**src/rtl/gear_shift_controller_pkg.sv**
```systemverilog
// rtl/gear_shift_controller_pkg.sv - gear codes, low-gear speed caps and selector helpers
package gear_shift_controller_pkg;

    localparam logic [3:0] GEAR_P = 4'd3;
    localparam logic [3:0] GEAR_R = 4'd6;
    localparam logic [3:0] GEAR_N = 4'd9;
    localparam logic [3:0] GEAR_D = 4'd12;

    localparam logic [7:0] CAP_LIM1 = 8'd35;
    localparam logic [7:0] CAP_LIM2 = 8'd65;
    localparam logic [7:0] CAP_LIM3 = 8'd95;

    localparam logic [2:0] LIM_MIN       = 3'd1;
    localparam logic [2:0] LIM_MAX       = 3'd6;
    localparam logic [2:0] LIM_LOW_ENTRY = 3'd3;

    typedef enum logic {
        S_IDLE,
        S_HOLD
    } hold_state_e;

    // Limits 4..6 carry no speed cap.
    function automatic logic speed_within_cap(input logic [2:0] lim, input logic [7:0] spd);
        case (lim)
            3'd1:    return spd <= CAP_LIM1;
            3'd2:    return spd <= CAP_LIM2;
            3'd3:    return spd <= CAP_LIM3;
            default: return 1'b1;
        endcase
    endfunction

    function automatic logic [3:0] gear_toward_p(input logic [3:0] g);
        case (g)
            GEAR_R:  return GEAR_P;
            GEAR_N:  return GEAR_R;
            GEAR_D:  return GEAR_N;
            default: return g;
        endcase
    endfunction

    function automatic logic [3:0] gear_toward_d(input logic [3:0] g);
        case (g)
            GEAR_P:  return GEAR_R;
            GEAR_R:  return GEAR_N;
            GEAR_N:  return GEAR_D;
            default: return g;
        endcase
    endfunction

endpackage

```
**src/rtl/gear_shift_controller_debouncer.sv**
```systemverilog
// rtl/gear_shift_controller_debouncer.sv - synchronizing tick-based button debouncer with rise pulse
module button_debouncer #(
    parameter int DEBOUNCE_MS = 20
) (
    input  logic clk,
    input  logic rst,
    input  logic tick_1ms,
    input  logic raw,
    output logic level,
    output logic rise
);

    localparam int CW = $clog2(DEBOUNCE_MS + 1);
    localparam logic [CW-1:0] CNT_MAX = CW'(DEBOUNCE_MS);

    logic          sync1_q, sync2_q;
    logic          cand_q, cand_d;
    logic [CW-1:0] cnt_q, cnt_d;
    logic          level_q, level_d;
    logic          rise_q, rise_d;

    always_comb begin
        cand_d  = cand_q;
        cnt_d   = cnt_q;
        level_d = level_q;
        if (tick_1ms) begin
            if (sync2_q == cand_q) begin
                if (cnt_q != CNT_MAX) begin
                    cnt_d = cnt_q + 1'b1;
                end
            end else begin
                cand_d = sync2_q;
                cnt_d  = '0;
            end
        end
        if (cnt_d == CNT_MAX) begin
            level_d = cand_d;
        end
        rise_d = level_d & ~level_q;
    end

    always_ff @(posedge clk or negedge rst) begin
        if (!rst) begin
            sync1_q <= 1'b0;
            sync2_q <= 1'b0;
            cand_q  <= 1'b0;
            cnt_q   <= '0;
            level_q <= 1'b0;
            rise_q  <= 1'b0;
        end else begin
            sync1_q <= raw;
            sync2_q <= sync1_q;
            cand_q  <= cand_d;
            cnt_q   <= cnt_d;
            level_q <= level_d;
            rise_q  <= rise_d;
        end
    end

    assign level = level_q;
    assign rise  = rise_q;

endmodule

```
**src/rtl/gear_shift_controller.sv**
```systemverilog
// rtl/gear_shift_controller.sv - P/R/N/D selector with interlocks, lever lockout and low-gear mode
module gear_shift_controller
    import gear_shift_controller_pkg::*;
#(
    parameter int DEBOUNCE_MS   = 20,
    parameter int SHIFT_HOLD_MS = 200
) (
    input  logic       clk,
    input  logic       rst,
    input  logic       tick_1ms,
    input  logic       engine_on,
    input  logic       btn_lever_fwd,
    input  logic       btn_lever_back,
    input  logic       btn_low_mode,
    input  logic       btn_gear_plus,
    input  logic       btn_gear_minus,
    input  logic       is_brake_normal,
    input  logic       is_brake_hard,
    input  logic [7:0] speed,
    output logic [3:0] current_gear,
    output logic       is_low_gear_mode,
    output logic [2:0] max_gear_limit,
    output logic       shift_ack,
    output logic       shift_reject,
    output logic       hold_active
);

    localparam int HW = $clog2(SHIFT_HOLD_MS + 1);
    localparam logic [HW-1:0] HOLD_LOAD = HW'(SHIFT_HOLD_MS);

    logic [4:0] raw_vec;
    logic [4:0] rise_vec;
    logic [4:0] unused_levels;

    assign raw_vec = {btn_gear_minus, btn_gear_plus, btn_low_mode, btn_lever_back, btn_lever_fwd};

    for (genvar i = 0; i < 5; i++) begin : g_deb
        button_debouncer #(.DEBOUNCE_MS(DEBOUNCE_MS)) u_deb (
            .clk      (clk),
            .rst      (rst),
            .tick_1ms (tick_1ms),
            .raw      (raw_vec[i]),
            .level    (unused_levels[i]),
            .rise     (rise_vec[i])
        );
    end

    hold_state_e   state_q, state_d;
    logic [HW-1:0] hold_cnt_q, hold_cnt_d;
    logic [3:0]    gear_q, gear_d;
    logic          low_q, low_d;
    logic [2:0]    lim_q, lim_d;
    logic          ack_q, ack_d;
    logic          rej_q, rej_d;
    logic          hold_q;
    logic [3:0]    target;
    logic          lever_ok;
    logic [2:0]    lim_dec;

    logic req_fwd, req_back, req_low, req_plus, req_minus;
    assign {req_minus, req_plus, req_low, req_back, req_fwd} = rise_vec;

    always_comb begin
        state_d    = state_q;
        hold_cnt_d = hold_cnt_q;
        gear_d     = gear_q;
        low_d      = low_q;
        lim_d      = lim_q;
        ack_d      = 1'b0;
        rej_d      = 1'b0;
        target     = gear_q;
        lever_ok   = 1'b0;
        lim_dec    = lim_q - 1'b1;

        if (state_q == S_HOLD && tick_1ms) begin
            hold_cnt_d = hold_cnt_q - 1'b1;
            if (hold_cnt_q == HW'(1)) begin
                state_d = S_IDLE;
            end
        end

        // Lever requests win; any low-mode request in the same cycle is dropped silently.
        if (req_fwd || req_back) begin
            if (req_fwd && req_back) begin
                rej_d = 1'b1;
            end else begin
                target   = req_fwd ? gear_toward_p(gear_q) : gear_toward_d(gear_q);
                lever_ok = engine_on && (state_q == S_IDLE) && (target != gear_q);
                if (gear_q == GEAR_P) begin
                    lever_ok = lever_ok && (is_brake_normal || is_brake_hard) && (speed == 8'd0);
                end
                if (target == GEAR_P) begin
                    lever_ok = lever_ok && (speed == 8'd0);
                end
                if (gear_q == GEAR_N && target == GEAR_R) begin
                    lever_ok = lever_ok && (speed == 8'd0);
                end
                if (lever_ok) begin
                    gear_d     = target;
                    ack_d      = 1'b1;
                    state_d    = S_HOLD;
                    hold_cnt_d = HOLD_LOAD;
                    if (target != GEAR_D) begin
                        low_d = 1'b0;
                    end
                end else begin
                    rej_d = 1'b1;
                end
            end
        end else if (req_low) begin
            if (gear_q == GEAR_D) begin
                ack_d = 1'b1;
                low_d = ~low_q;
                if (!low_q) begin
                    lim_d = LIM_LOW_ENTRY;
                end
            end else begin
                rej_d = 1'b1;
            end
        end else if (req_plus && req_minus) begin
            rej_d = 1'b1;
        end else if (req_plus) begin
            if (low_q && lim_q < LIM_MAX) begin
                lim_d = lim_q + 1'b1;
                ack_d = 1'b1;
            end else begin
                rej_d = 1'b1;
            end
        end else if (req_minus) begin
            if (low_q && lim_q > LIM_MIN && speed_within_cap(lim_dec, speed)) begin
                lim_d = lim_dec;
                ack_d = 1'b1;
            end else begin
                rej_d = 1'b1;
            end
        end
    end

    always_ff @(posedge clk or negedge rst) begin
        if (!rst) begin
            state_q    <= S_IDLE;
            hold_cnt_q <= '0;
            gear_q     <= GEAR_P;
            low_q      <= 1'b0;
            lim_q      <= LIM_LOW_ENTRY;
            ack_q      <= 1'b0;
            rej_q      <= 1'b0;
            hold_q     <= 1'b0;
        end else begin
            state_q    <= state_d;
            hold_cnt_q <= hold_cnt_d;
            gear_q     <= gear_d;
            low_q      <= low_d;
            lim_q      <= lim_d;
            ack_q      <= ack_d;
            rej_q      <= rej_d;
            hold_q     <= (state_d == S_HOLD);
        end
    end

    assign current_gear     = gear_q;
    assign is_low_gear_mode = low_q;
    assign max_gear_limit   = lim_q;
    assign shift_ack        = ack_q;
    assign shift_reject     = rej_q;
    assign hold_active      = hold_q;

endmodule

```
**config.mk**
```make
export PLATFORM = sky130hd
export DESIGN_NAME = gear_shift_controller
export DESIGN_NICKNAME = d
export VERILOG_FILES = /design/src/rtl/gear_shift_controller_pkg.sv /design/src/rtl/gear_shift_controller_debouncer.sv /design/src/rtl/gear_shift_controller.sv
export SDC_FILE = /design/constraint.sdc
export NUM_CORES = 1
export LEC_CHECK = 0
export CORE_ASPECT_RATIO = 0.5
export CORE_UTILIZATION = 30
export CTS_BUF_LIST = sky130_fd_sc_hd__clkbuf_4 sky130_fd_sc_hd__clkbuf_8
export DETAILED_ROUTE_END_ITERATION = 6
export HOLD_SLACK_MARGIN = 0.1
export PLACE_DENSITY = 0.47
export SLEW_MARGIN = 0
export SYNTH_ARGS = -nofsm -noshare
export SYNTH_HDL_FRONTEND = slang
export SYNTH_HIERARCHICAL = 1
export SYNTH_SLANG_ARGS = --single-unit
```
**constraint.sdc**
```tcl
create_clock -name clk -period 2.65 [get_ports clk]
set_input_delay 0.53 -clock clk [delete_from_list [all_inputs] [get_ports clk]]
set_output_delay 0.53 -clock clk [all_outputs]
set_load 0.05 [all_outputs]
```
Word-level counts from Yosys, hierarchy flattened
Cells that the tools add are included.
{ "totals": {"regBits": 69, "word_cells": 216, "output_inout_bits": 11, "in_bits": 19} }
{ "classes": {"add_sub_neg": 8, "order_cmp": 5, "eq_ne": 34, "n_reduce_logical": 23, "bitwise": 14, "mux": 95} }
{ "ops": {"columns": ["cell", "n"], "rows": [
  ["$mux W5", 15],
  ["$mux W1", 60],
  ["$mux W8", 4],
  ["$add A5 B1 Y5 const B", 5],
  ["$eq A5 B5 Y1 const B", 5],
  ["$ne A5 B5 Y1 const B", 5],
  ["$mux W3", 8],
  ["$pmux W4 S3", 2],
  ["$mux W4", 5],
  ["$le A8 B7 Y1 const B", 2],
  ["$logic_and A1 B1 Y1", 13],
  ["$not A1 Y1", 9],
  ["$eq A4 B2 Y1 const B", 2],
  ["$eq A4 B3 Y1 const B", 2],
  ["$eq A4 B4 Y1 const B", 2],
  ["$eq A8 B1 Y1 const B", 1],
  ["$le A8 B6 Y1 const B", 1],
  ["$logic_not A8 Y1", 1],
  ["$sub A8 B1 Y8 const B", 1],
  ["$reduce_and A7 Y1", 1],
  ["$eq A3 B2 Y1 const B", 2],
  ["$ne A2 B1 Y1 const B", 3],
  ["$ne A2 B2 Y1 const B", 3],
  ["$reduce_bool A3 Y1", 2],
  ["15 further kinds", 25]
]} }

Logic depth before layout (Yosys ltp)
{ "depth": {"word_depth": 23, "depth_mapped": 8, "ltp_nobuf": 8} }

Cells and area by module
Netlist, hierarchy kept.
{ "by_module_without_submodules": {"columns": ["module", "instances", "cells_per_inst", "area_per_inst_um2"], "rows": [
  ["button_debouncer", 5, 48, 535.5],
  ["gear_shift_controller", 1, 163, 1498.9]
]} }

Worst setup path before layout
Ideal clock, no wire load.
{ "synth_timing": {"path_kind": "reg2reg", "startpoint": "register lim_q[1] (netlist: max_gear_limit[1])", "endpoint": "register lim_q[2] (netlist: max_gear_limit[2])", "setup_slack_ns": 0.106, "synth_period_minus_slack_ns": 2.544, "setup_ns": 0.140, "t_arrival_ns": 2.404, "path_buffers": 0, "stages_incl_launch_ff": 9, "path_cell_list": "dfstp_2 > inv_1 > ha_1 > o21bai_1 > a21oi_1 > and3b_1 > or3b_1 > a2111oi_0 > a211oi_1"} }
{ "synth_between": {"elab_chain_cells": 11, "elab_cells_between_ends": 25} }
{ "synth_rtl": {"columns": ["element", "line", "rtl"], "rows": [
  ["from (decl)", "gear_shift_controller.sv:52", "logic [2:0] lim_q, lim_d;"],
  ["from (signal assigned)", "gear_shift_controller.sv:154", "lim_q <= lim_d;"],
  ["$sub A3 B1 Y3", "gear_shift_controller.sv:73", "lim_dec = lim_q - 1'b1;"],
  ["$eq A3 B2 Y1 / $eq A3 B1 Y1 (equally long branches)", "gear_shift_controller_pkg.sv:24", "case (lim)"],
  ["$pmux W1 S3", "gear_shift_controller_pkg.sv:24", null],
  ["$mux W1", "gear_shift_controller.sv:129", "end else if (req_minus) begin"],
  ["$mux W1", "gear_shift_controller.sv:122", "end else if (req_plus) begin"],
  ["$mux W1", "gear_shift_controller.sv:120", "end else if (req_plus && req_minus) begin"],
  ["$mux W1", "gear_shift_controller.sv:110", "end else if (req_low) begin"],
  ["$mux W1", "gear_shift_controller.sv:83", "if (req_fwd || req_back) begin"],
  ["$logic_and A1 B1 Y1", "gear_shift_controller.sv:130", "if (low_q && lim_q > LIM_MIN && speed_within_cap(lim_dec, speed)) begin"],
  ["$reduce_bool A3 Y1 (no source line)", null, null],
  ["$reduce_and A7 Y1 (no source line)", null, null]
]} }
Several ways; a longest one is shown, not always the timed one. The select of a mux whose other input is x is not followed.
A chain may end at the register's enable or synchronous reset.

Worst setup path in the final report
{ "layout_timing": {"startpoint": "input speed[1]", "endpoint": "register gear_q[1] (netlist: current_gear[1])"} }
{ "layout_between": {"elab_chain_cells": 14} }
{ "layout_rtl": {"columns": ["element", "line", "rtl"], "rows": [
  ["from (decl)", "gear_shift_controller.sv:19", "input logic [7:0] speed,"],
  ["$logic_not A8 Y1 (*)", "gear_shift_controller.sv:90, gear_shift_controller.sv:93, gear_shift_controller.sv:96", null],
  ["$logic_and A1 B1 Y1", "gear_shift_controller.sv:90", "lever_ok = lever_ok && (is_brake_normal || is_brake_hard) && (speed == 8'd0);"],
  ["$mux W1", "gear_shift_controller.sv:89", "if (gear_q == GEAR_P) begin"],
  ["$mux W1", "gear_shift_controller.sv:84", "if (req_fwd && req_back) begin"],
  ["$mux W1", "gear_shift_controller.sv:83", null],
  ["$logic_and A1 B1 Y1", "gear_shift_controller.sv:93", "lever_ok = lever_ok && (speed == 8'd0);"],
  ["$mux W1", "gear_shift_controller.sv:92", "if (target == GEAR_P) begin"],
  ["$mux W1", "gear_shift_controller.sv:84", null],
  ["$mux W1", "gear_shift_controller.sv:83", null],
  ["$logic_and A1 B1 Y1", "gear_shift_controller.sv:96", "lever_ok = lever_ok && (speed == 8'd0);"],
  ["$mux W1 (*)", "gear_shift_controller.sv:95", "if (gear_q == GEAR_N && target == GEAR_R) begin"],
  ["$mux W1 (*)", "gear_shift_controller.sv:84", null],
  ["$mux W1 (*)", "gear_shift_controller.sv:83", null],
  ["$reduce_and A3 Y1 (no source line) (*)", null, null],
  ["to (signal assigned)", "gear_shift_controller.sv:152", "gear_q <= gear_d;"],
  ["to (decl)", "gear_shift_controller.sv:50", "logic [3:0] gear_q, gear_d;"]
]} }
Every way passes the cells marked *; elsewhere a longest branch is shown, timed or not. The select of a mux whose other input is x is not followed.

==> results.yml <==
status:
  status: "finished clean"
clock_network:
  cts_root_buf: "clkbuf_8"
  clk_pin_slew_worst_paths_ns: 0.08
  clockBufferDepth: 2
  clk_latency_ns: 0.35
  tritoncts: "yes"
  cts.hold.buffers_added: 0
  cts.sinks: 69
  numCtsBuffers: 9
  post-cts-setup-buffers: 0
  htree_levels: 3
  cts_resized: 0
grt:
  grt_max_degree: 68
  grt_pass1_vias: 3134
  grt_use_total_pct: 13.4
  antenna_found_initial: 0
  grt_remaining_overflow: 0
  grt_pass1_wl_um: 15300
placed_design:
  io_buffer_count: 29
  place_congestion: 0.771
  hpwl_um: 6220
timing:
  setup_viol: 0
  rsz0062_at_grt: "no"
  drv_slew: 0
  period_minus_slack_ns: 2.44
  slew_headroom_pct: 41.7
  final.period_utilization_pct: 92.1
  skew_ns: 0.0122
  hold_viol: 0
  fmaxAchievable_ghz: 0.410
  worst_slew_pin_slew_ns: 0.875
  final.setup.tns_ns: 0
logic_synthesis:
  mappedNetlistArea_mm2: 0.00418
  syn_nets: 442
  seq_area_frac_synth_pct: 41.5
  synth_edf_count: 0
  syn_inst: 403
  yosysWarningCount: 6
  async_flop_share_pct: 100
  ys_types: 63
  ys_ff_latch: 69
  synthFlopType: "dfrtp_1"
  syn_avg_cell_area_um2: 10.4
critical_path:
  crit_chain: "clkdlybuf4s50_1, or4_4, o41ai_4, o211ai_4, a211oi_4, buf_4, a31oi_1, a311oi_1"
  r2r_cells: 8
  path_class: "input port to flop"
  endpoint_kind: "flop"
  crit_path_top_delay_cell: "or4_4"
  startpoint_type: "input port"
  cp_num_buf_inv: 2
  slowest_delay_ns: 0.56
  crit_arrival_ns: 2.70
  cp_data_required_time_ns: 2.91
  crit_family: "compound AO/OA/AOI/OAI gates"
  cp_num_cells: 8
  path_max_fanout: 10
power_and_ir_drop:
  leakage_nw: 2.12
  power_mw: 2.56
  power.density_mw_per_mm2: 512
  ir_worst_vdd_mv: 0.198
routing:
  routed_via_density: 4.87
  totalWireLength_um: 8620
  vias: 3146
  wire_per_inst_um: 13.3
  drt_iter0_drc: 119
  drc_errors: 0
  drtAntennaViolNets: 0
  dr.pass1.iters: 4
floorplanning:
  start_util_pct: 30.8
  die_width_um: 169
  io_pins: 30
  row_count: 30
  die_area_mm2: 0.0144
  core_mm2: 0.0136
  die_y_um: 85.4
finish:
  area_growth_pct: 20.0
  fin_nets: 488
  diodes: 0
  layout-drive-gt1-share_pct: 14.1
  final_cell_mix: "dfrtp_1 (65), nand2_1 (37), clkdlybuf4s50_1 (27), nand3_1 (22), inv_1 (21)"
  final_common_cell: "dfrtp_1"
min_path:
  hold_class: "input port to asynchronous set/reset pin"
flow_run:
  drv_cap: 0
## final timing paths
kind                                        startpoint                     end  slack [ns]
worst min register to register  g_deb[0].u_deb/sync1_q  g_deb[0].u_deb/sync2_q        0.36
min in group clk                g_deb[0].u_deb/sync1_q  g_deb[0].u_deb/sync2_q        0.36
worst min-delay path                               rst         current_gear[2]        0.27
max in group asynchronous                          rst       max_gear_limit[0]        1.69
worst max register to register       max_gear_limit[1]       max_gear_limit[2]        0.25
worst max-delay path                          speed[1]         current_gear[1]        0.21
## report_power, final
part           total [mW]  switching [mW]  internal, mW
combinational       0.420           0.217         0.203
clock               0.946           0.401         0.545
sequential           1.20          0.0821          1.12
total                2.56           0.701          1.86
## final cells by class
class | count | area [um^2]
Fill cell | 1361 | 8540
Clock inverter | 1 | 30.0
Timing Repair Buffer | 44 | 420
Inverter | 22 | 82.6
Clock buffer | 15 | 188
Tap cell | 192 | 240
Sequential cell | 69 | 1730
Multi-Input combinational cell | 303 | 2320
## Yosys cell counts (4+ instances only)
| cell | instances | area, um^2 |
|---|---|---|
| nor3_2 | 5 | 50.1 |
| mux2_1 | 10 | 113 |
| nor3_1 | 4 | 20.0 |
| xor2_1 | 12 | 105 |
| ha_1 | 20 | 250 |
| inv_1 | 21 | 78.8 |
| nand3_1 | 22 | 110 |
| a2bb2oi_2 | 5 | 75.1 |
| nand2b_1 | 13 | 81.3 |
| a21oi_1 | 13 | 65.1 |
| nand3b_1 | 6 | 45.0 |
| o21ai_0 | 11 | 55.1 |
| o32ai_1 | 5 | 43.8 |
| nor2_1 | 18 | 67.6 |
| and3_1 | 12 | 75.1 |
| buf_2 | 9 | 45.0 |
| xnor2_1 | 12 | 105 |
| o21ai_1 | 6 | 30.0 |
| mux2i_2 | 5 | 68.8 |
| o21a_1 | 5 | 37.5 |
| o311ai_1 | 5 | 43.8 |
| o31ai_1 | 6 | 45.0 |
| a221oi_2 | 5 | 75.1 |
| nand2_1 | 37 | 139 |
| and3b_1 | 6 | 52.6 |
| dfstp_2 | 4 | 105 |
| dfrtp_1 | 65 | 1630 |
| nand4b_1 | 10 | 87.6 |
## cell families after synthesis
family	synth area share (%)
simple gates	20.5
compound gates	19.1
flops	41.5
buf+inv	3.06
xor+xnor	5.03
fa+ha+maj	5.99
mux	4.82
## stage by stage
| stage | utilization, % | instance area, um^2 | instances | hold WS, ns | setup slack, ns |
|---|---|---|---|---|---|
| 2_1_floorplan | - | 4180 | 403 | 0.234 | 0.106 |
| 3_3_place_gp | 35.4 | 4790 | 630 | 0.336 | -0.119 |
| 3_5_place_dp | 35.4 | 4790 | 630 | 0.346 | -0.182 |
| 4_1_cts | 37.0 | 5010 | 646 | 0.324 | 0.203 |
| 5_1_grt | 37.0 | 5010 | 646 | 0.350 | 0.0832 |
| 6_report | 37.0 | 5010 | 646 | 0.272 | 0.208 |
## registers in the layout (all words and copies together) (netlist names)
name	cells
current_gear	4
hold_active	1
g_deb.u_deb/sync2_q	5
g_deb.u_deb/level	5
max_gear_limit	3
is_low_gear_mode	1
shift_reject	1
g_deb.u_deb/cand_q	5
g_deb.u_deb/cnt_q	25
shift_ack	1
hold_cnt_q	8
g_deb.u_deb/rise	5
g_deb.u_deb/sync1_q	5
## layer usage
metal	share of wire [%]	up-vias	GRT usage, %
met5	0	-	0
met4	1.1	0	4.05
met3	3.9	10	3.92
met2	42	46	20.6
met1	53	1516	18.1
li1	-	1574	-
Note: power is estimated with default switching activity, not from simulation.
